[src/rtl/msx_megarom_mapper.sv]
// MSX cartridge MegaROM bank mapper. Decodes Z80 slot writes into four 8 KB
// window bank registers and drives the upper ROM address.
// Supported schemes: Konami, Konami-SCC, ASCII8 and ASCII16.
// The scheme comes from the board switches and is latched while RESET is high.
// Optional feature macro: KONAMI_SCC_EN.
//   Defined: mode 1 uses the Konami-SCC register map, and the scc_sel flag exists.
//   Undefined: mode 1 behaves exactly like mode 0.
//
// state   | meaning
// ST_IDLE | waiting for a fresh qualified write strobe
// ST_HOLD | write committed, waiting for the strobe to end
module msx_megarom_mapper #(
  parameter int ROMA_MSB     = 18,
  parameter int MODE_DEFAULT = 0
) (
  input  logic               SLOTCLK,
  input  logic               RESET,
  input  logic [15:11]       A,
  input  logic [7:0]         D,
  input  logic               EXSLTSL,
  input  logic               RD,
  input  logic               WR,
  input  logic               MREQ,
  input  logic               IORQ,
  input  logic               M1,
  input  logic               RFSH,
  input  logic [1:0]         MODE,
  input  logic               MODE_OVR,
  output logic [ROMA_MSB:12] ROMA,
  output logic               ROMOE
);

  localparam int          BANK_W     = ROMA_MSB - 12;
  localparam logic [1:0]  MODE_DEF_L = 2'(MODE_DEFAULT);

  typedef enum logic {ST_IDLE, ST_HOLD} state_t;

  state_t              state;
  logic                wq;
  logic                wq_r;
  logic [1:0]          mode_r;
  logic [1:0]          mode_eff;
  logic [BANK_W-1:0]   bank [4];
  logic [3:0]          wr_en;
  logic [BANK_W-1:0]   wr_val [4];
  logic [BANK_W-1:0]   d_bank;
  logic [BANK_W-1:0]   d_even;
  logic                unused_in;

  assign wq       = ~EXSLTSL & ~MREQ & ~WR & IORQ & RFSH;
  assign mode_eff = MODE_OVR ? MODE_DEF_L : MODE;
  assign d_bank   = D[BANK_W-1:0];
  assign d_even   = {D[BANK_W-2:0], 1'b0};
  assign unused_in = ^{M1, D};

  // Register the write qualifier every cycle, including during reset.
  // A strobe that is still low when reset ends therefore is not seen as a new write.
  always_ff @(posedge SLOTCLK) begin
    wq_r <= wq;
  end

  // Decode the current address/data into per-window write enables for the latched mode
  always_comb begin
    wr_en = 4'b0000;
    for (int i = 0; i < 4; i++) wr_val[i] = d_bank;
    case (mode_r)
      2'd2: begin
        if (A[15:13] == 3'b011) wr_en[A[12:11]] = 1'b1;
      end
      2'd3: begin
        if (A == 5'b01100) begin
          wr_en[1:0] = 2'b11;
          wr_val[0]  = d_even;
          wr_val[1]  = d_even | BANK_W'(1);
        end else if (A == 5'b01110) begin
          wr_en[3:2] = 2'b11;
          wr_val[2]  = d_even;
          wr_val[3]  = d_even | BANK_W'(1);
        end
      end
`ifdef KONAMI_SCC_EN
      2'd1: begin
        case (A)
          5'b01010: wr_en[0] = 1'b1;
          5'b01110: wr_en[1] = 1'b1;
          5'b10010: wr_en[2] = 1'b1;
          5'b10110: wr_en[3] = 1'b1;
          default:  wr_en    = 4'b0000;
        endcase
      end
`endif
      default: begin
        case (A[15:13])
          3'b011:  wr_en[1] = 1'b1;
          3'b100:  wr_en[2] = 1'b1;
          3'b101:  wr_en[3] = 1'b1;
          default: wr_en    = 4'b0000;
        endcase
      end
    endcase
  end

`ifdef KONAMI_SCC_EN
  logic scc_sel;
  logic unused_scc;
  assign unused_scc = scc_sel;

  // SCC sound-chip select flag, updated by the bank-2 register write
  always_ff @(posedge SLOTCLK) begin
    if (RESET) begin
      scc_sel <= 1'b0;
    end else if (state == ST_IDLE && wq && !wq_r && mode_r == 2'd1 && A == 5'b10010) begin
      scc_sel <= (D[5:0] == 6'h3F);
    end
  end
`endif

  // Write FSM and bank registers: commit once per strobe; reset restores the mode's bank layout
  always_ff @(posedge SLOTCLK) begin
    if (RESET) begin
      state  <= ST_IDLE;
      mode_r <= mode_eff;
      case (mode_eff)
        2'd2: begin
          bank[0] <= '0;
          bank[1] <= '0;
          bank[2] <= '0;
          bank[3] <= '0;
        end
        2'd3: begin
          bank[0] <= '0;
          bank[1] <= BANK_W'(1);
          bank[2] <= '0;
          bank[3] <= BANK_W'(1);
        end
        default: begin
          bank[0] <= '0;
          bank[1] <= BANK_W'(1);
          bank[2] <= BANK_W'(2);
          bank[3] <= BANK_W'(3);
        end
      endcase
    end else begin
      case (state)
        ST_IDLE: begin
          if (wq && !wq_r) begin
            state <= ST_HOLD;
            for (int i = 0; i < 4; i++) begin
              if (wr_en[i]) bank[i] <= wr_val[i];
            end
          end
        end
        ST_HOLD: begin
          if (!wq) state <= ST_IDLE;
        end
        default: state <= ST_IDLE;
      endcase
    end
  end

  // Windows: {A15,A13} selects the bank; pages 0 and 3 mirror pages 1 and 2
  always_comb begin
    ROMA  = {bank[{A[15], A[13]}], A[12]};
    ROMOE = MREQ | RD | EXSLTSL;
  end

endmodule

[config.mk]
export PLATFORM = sky130hd
export DESIGN_NAME = msx_megarom_mapper
export DESIGN_NICKNAME = d
export VERILOG_FILES = /design/src/rtl/msx_megarom_mapper.sv
export SDC_FILE = /design/constraint.sdc
export NUM_CORES = 1
export LEC_CHECK = 0
export BUFFER_PORTS_ARGS = -buffer_cell sky130_fd_sc_hd__buf_2
export CAP_MARGIN = 20
export CORE_MARGIN = 1
export CORE_UTILIZATION = 40
export DETAILED_ROUTE_END_ITERATION = 8
export PLACE_DENSITY = 0.62
export SKIP_CTS_REPAIR_TIMING = 1
export SLEW_MARGIN = 15
export SYNTH_ARGS = -nofsm -noshare
export SYNTH_HDL_FRONTEND = slang
export SYNTH_SLANG_ARGS = --single-unit
[constraint.sdc]
create_clock -name SLOTCLK -period 2.69 [get_ports SLOTCLK]
set_clock_uncertainty 0.2 [all_clocks]
set_input_delay 0.538 -clock SLOTCLK [delete_from_list [all_inputs] [get_ports SLOTCLK]]
set_output_delay 0.538 -clock SLOTCLK [all_outputs]
set_load 0.01 [all_outputs]
# Word level (Yosys, flattened, before mapping)
# Memory sizes are Yosys's and may differ from the RTL's.
# Cells that the tools add are included.
# totals
input_bits	25
mem_count	1
output_inout_bits	8
ramBits	24
register_bits	4
elab_cells	100
# classes
n_mux	59
n_reduce_logical	4
n_eq_ne	9
bitwise_logic	22
n_lt_le_gt_ge	2
# memory_table
memory	depth	width	read_ports	rd_ports_with_merged_regs	wr	line_no	source
bank	4	6	1	0	4	43	logic [BANK_W-1:0] bank [4];
# op_table
op	n
2-to-1 mux 6 bit	12
2-to-1 mux 12 bit	3
2-to-1 mux 1 bit	35
2-to-1 mux 24 bit	1
bitwise OR 1 bit	14
equality test 5 x 4 -> 1 bit, second input constant	2
equality test 2 bit, second input constant	4
2-to-1 mux 2 bit	4
one-hot mux 4 bit (2 select lines)	1
equality test 3 bit, second input constant	2
bitwise AND 1 bit	4
2-to-1 mux 4 bit	1
NOT 1 bit	4
equality test 3 x 2 -> 1 bit, second input constant	1
less-than comparator 2 x 3 -> 1 bit, second input constant	1
demux 1 bit (select 2 bit)	1
>= comparator 2 x 1 -> 1 bit, second input constant	1
logical AND 1 bit	2
one-hot mux 1 bit (2 select lines)	1
OR reduction 2 bit	1
logical NOT 1 bit	1

# Logic depth before layout (Yosys ltp)
# logic_depth
depth_word	12
ltp_mapped	6
depth_no_buf	4

# Worst setup path after synthesis
# Ideal clock, no wire load.
# synth_timing
path_type	input-to-reg
from	input port MREQ
to	memory bank[0][0] in the netlist's numbering, enable pin
t_required_ps	2168
setup_slack_ps	557
arrival_time_ps	1610
setup_time_ps	322
cell_stages	4
n_path_buf	0
cell_sequence	nand4bb_1 > nor4_1 > nand4b_1 > nand2b_1
# synth_lines
item	line_no	source
from (decl)	23	input logic MREQ,
to (decl)	43	

# Worst setup path after layout
# layout_timing
from	input port A[13] in the netlist's numbering
to	output port ROMA[13] in the netlist's numbering
# layout_between
elab_chain_cells	1
# layout_lines
item	line_no	source
from (decl)	18	input logic [15:11] A,
memory read (4 x 6 bit)	-	
to (decl)	29	output logic [ROMA_MSB:12] ROMA,
# Every way passes these cells.

==> flow_summary.html <==
<table>
<tr><th>Metric</th><th>Value</th></tr>
<tr><th colspan="2">Status</th></tr>
<tr><td>Status</td><td>completed</td></tr>
<tr><th colspan="2">Die</th></tr>
<tr><td>I/O pin count</td><td>33</td></tr>
<tr><td>Die outline area</td><td>around 0.004 mm^2</td></tr>
<tr><td>Initial Util</td><td>roughly 43%</td></tr>
<tr><td>Floorplan Core Area</td><td>around 0.0034 mm^2</td></tr>
<tr><td>Die X-Extent</td><td>about 63 um</td></tr>
<tr><td>Number of placement rows</td><td>21</td></tr>
<tr><td>Overall die height</td><td>roughly 63 um</td></tr>
<tr><th colspan="2">STA</th></tr>
<tr><td>Slew Limit Fails</td><td>0</td></tr>
<tr><td>Max frequency</td><td>~0.43 GHz</td></tr>
<tr><td>Setup violations, final</td><td>0</td></tr>
<tr><td>Worst slew pin tran</td><td>0.470 ns</td></tr>
<tr><td>Final hold violation count</td><td>0</td></tr>
<tr><td>RSZ-0062 raised after global routing</td><td>false</td></tr>
<tr><td>Final Cycle Share</td><td>86.2%</td></tr>
<tr><td>Slew HR</td><td>approximately two thirds</td></tr>
<tr><td>Sum Neg Setup Slack</td><td>0 ns</td></tr>
<tr><td>Minimum clock period</td><td>2.32 ns</td></tr>
<tr><th colspan="2">Worst setup path</th></tr>
<tr><td>Kind of launch point of the worst setup path</td><td>input pin</td></tr>
<tr><td>Maximum fanout along the worst path</td><td>9</td></tr>
<tr><td>CP Capture Type</td><td>output pin</td></tr>
<tr><td>Critical Setup Path Class</td><td>in2out</td></tr>
<tr><td>Required time reported for the critical path endpoint</td><td>1.95 ns</td></tr>
<tr><td>Critical path data arrival time</td><td>~1.6 ns</td></tr>
<tr><th colspan="2">Clock tree</th></tr>
<tr><td>Number of buffers on the longest clock path</td><td>2</td></tr>
<tr><td>Clock latency of the later-clocked register in the worst-skew pair</td><td>about 0.27 ns</td></tr>
<tr><td>Num Clock Sinks</td><td>28</td></tr>
<tr><td>Clock transition at path regs</td><td>around 0.10 ns</td></tr>
<tr><td>CTS H-tree lvls</td><td>1</td></tr>
<tr><td>CTS tree</td><td>built</td></tr>
<tr><td>Clock root buffer</td><td>clkbuf_8</td></tr>
<tr><td>Number of buffers created by CTS</td><td>3</td></tr>
<tr><th colspan="2">Route</th></tr>
<tr><td>DRC Markers</td><td>0</td></tr>
<tr><td>Routed vias</td><td>1039</td></tr>
<tr><td>Via density per instance</td><td>5.50</td></tr>
<tr><td>Drt first pass iters</td><td>4</td></tr>
<tr><td>Detail-routed net length per standard cell</td><td>approximately 16 um</td></tr>
<tr><td>Post-DRT Antenna Nets</td><td>0</td></tr>
<tr><td>Detailed-route wire length</td><td>3100 um</td></tr>
<tr><td>1st-iter DRT viols</td><td>39</td></tr>
<tr><th colspan="2">Global route</th></tr>
<tr><td>Overflow left after global routing</td><td>0</td></tr>
<tr><td>Pin count of the biggest net entering global routing</td><td>17</td></tr>
<tr><td>Wire length of the first global-routing pass</td><td>~5100 um</td></tr>
<tr><td>GRT Total Usage</td><td>roughly 18%</td></tr>
<tr><td>Initial antenna violation count</td><td>0</td></tr>
<tr><td>Number of global-route vias before repair</td><td>~1000</td></tr>
<tr><th colspan="2">Yosys</th></tr>
<tr><td>Largest family of logic cells by synthesized area</td><td>simple AND/OR/NAND/NOR gates</td></tr>
<tr><td>Fraction of the mapped netlist area in simple logic gates</td><td>18.3%</td></tr>
<tr><td>Adder-Cell Fraction of Synth Area</td><td>0%</td></tr>
<tr><td>Number of synthesized register bits</td><td>28</td></tr>
<tr><td>Share of cell area taken by muxes after synthesis</td><td>between 15 and 20%</td></tr>
<tr><td>Average instance area after synthesis</td><td>between 10 and 15 um^2</td></tr>
<tr><td>Fraction of the yosys area taken by sequential cells</td><td>a little under three fifths</td></tr>
<tr><td>Cell variety after synth</td><td>32</td></tr>
<tr><td>Post-synth net total</td><td>around 140</td></tr>
<tr><td>Warnings from Yosys</td><td>0</td></tr>
<tr><td>XOR/XNOR share of the synthesized area</td><td>less than 1%</td></tr>
<tr><td>Post-Synthesis Cells</td><td>111</td></tr>
<tr><td>Area fraction in compound gates after synthesis</td><td>just over 5%</td></tr>
<tr><td>Area of the mapped netlist</td><td>about 0.0015 mm^2</td></tr>
<tr><th colspan="2">Flow run</th></tr>
<tr><td>Max Cap Violations</td><td>0</td></tr>
<tr><th colspan="2">Placement</th></tr>
<tr><td>Placer congestion estimate</td><td>around 0.74</td></tr>
<tr><td># port buffers</td><td>29</td></tr>
<tr><td>HPWL after detailed placement</td><td>2230 um</td></tr>
<tr><td>Instance area at placement</td><td>approximately 0.0017 mm^2</td></tr>
<tr><th colspan="2">Final layout</th></tr>
<tr><td>Commonest non-fill, non-tap cell in the layout</td><td>buf_2</td></tr>
<tr><td>Number of nets in the layout</td><td>approximately 170</td></tr>
<tr><td>Area added between synthesis and finish</td><td>17.4%</td></tr>
<tr><td>Non-Filler Cell Area, Final</td><td>~0.0017 mm^2</td></tr>
<tr><td>Most frequent cells in the layout</td><td>buf_2 (29), edfxtp_1 (26), nor2_1 (21)</td></tr>
<tr><td>Layout filler cell count</td><td>between 300 and 400</td></tr>
<tr><td>Proportion of layout cells with a drive suffix above 1</td><td>between 20% and 30%</td></tr>
<tr><td>Number of diodes added for antenna fixing</td><td>0</td></tr>
<tr><th colspan="2">Power</th></tr>
<tr><td>Worst-case vdd ir drop</td><td>roughly 0.18 mV</td></tr>
<tr><td>Leakage dissipation</td><td>roughly 0.73 nW</td></tr>
<tr><td>Power per standard cell area</td><td>532 mW/mm^2</td></tr>
<tr><th colspan="2">Min path</th></tr>
<tr><td>Class of the tightest hold or removal check</td><td>in2reg</td></tr>
</table>
power by group:
part	total, mW	internal, mW	switching (mW)
Sequential	0.496	0.490	0.00607
Combinational	0.0976	0.0427	0.0549
Clock	0.336	0.199	0.136
layout make-up:
| class | count | area (um^2) | share of cell area (%) |
|---|---|---|---|
| Sequential cell | 28 | 821 | 47.0 |
| Multi-Input combinational cell | 75 | 614 | 35.2 |
| Timing Repair Buffer | 32 | 168 | 9.60 |
| Tap cell | 46 | 57.6 | 3.30 |
| Clock buffer | 3 | 41.3 | 2.36 |
| Clock inverter | 1 | 30.0 | 1.72 |
| Inverter | 4 | 15.0 | 0.860 |
per-layer routing:
| metal | track usage, % | wire [um] |
|---|---|---|
| met2 | 32.7 | 1660 |
| met5 | 0 | 0 |
| met4 | 6.40 | 31 |
| met3 | 3.28 | 100 |
| met1 | 19.4 | 1320 |
metrics by stage:
| stage | power, mW | hold WS, ns | setup slack [ns] | util (%) | std cells |
|---|---|---|---|---|---|
| final | 0.930 | 0.253 | 0.372 | 50.7 | 189 |
| after global routing | 0.961 | 0.251 | 0.364 | 50.7 | 189 |
| after CTS | 0.935 | 0.249 | 0.367 | 50.7 | 189 |
| after detailed placement | 0.604 | 0.288 | 0.325 | 48.7 | 185 |
| after global placement | 0.601 | 0.259 | 0.351 | 48.7 | 185 |
| after floorplan | 0.563 | 0.241 | 0.557 | - | 111 |
worst max-delay path, cell delays in order:
cell	delay, ns
buf_2	0.26
mux4_1	0.62
buf_2	0.16
sequential cells by signal, indices dropped and copies added, names as in the netlist:
register and cells:
mode_r 2, state 1, bank 24, wq_r 1
logic make-up (layout without fill, tap and decap cells):
logic type,count (synthesis),in the layout
XOR/XNOR,1,1
flip-flops,28,28
buffers and inverters,8,40
multiplexers,16,16
AND/OR/NAND/NOR,46,46
AO/OA/AOI/OAI,12,12
final timing paths:
kind | end | cells past startpoint | startpoint | slack, ns
max | ROMA[13] | 3 | A[13] | 0.37
min | wq_r | 2 | WR | 0.25
max reg2reg | bank[3][1] | 4 | mode_r[1] | 0.68
min reg2reg | state | 2 | state | 0.30
cells in the mapped netlist, drive strengths merged:
master | count | share of area (%)
edfxtp | 26 | 52
mux4 | 6 | 11
o21ai | 8 | 2.9
nor2 | 21 | 5.3
a2111oi | 1 | 0.59
nand2 | 4 | 1.0
nand2b | 3 | 1.3
nor3 | 2 | 0.67
nand3b | 1 | 1.3
xnor2 | 1 | 0.59
nand3 | 1 | 0.34
a21o | 1 | 0.50
nor2b | 2 | 0.84
and2 | 1 | 0.42
or4 | 1 | 0.76
nor3b | 1 | 0.50
or4bb | 1 | 0.76
nand4bb | 1 | 0.76
nand4b | 1 | 0.59
nor4b | 1 | 0.59
nor4 | 3 | 2.3
dfxtp | 2 | 2.7
mux2i | 10 | 6.7
buf | 4 | 2.5
or3 | 2 | 0.84
inv | 4 | 1.0
a31o | 1 | 0.59
a211oi | 1 | 0.50
Note: power is estimated with default switching activity, not from simulation.
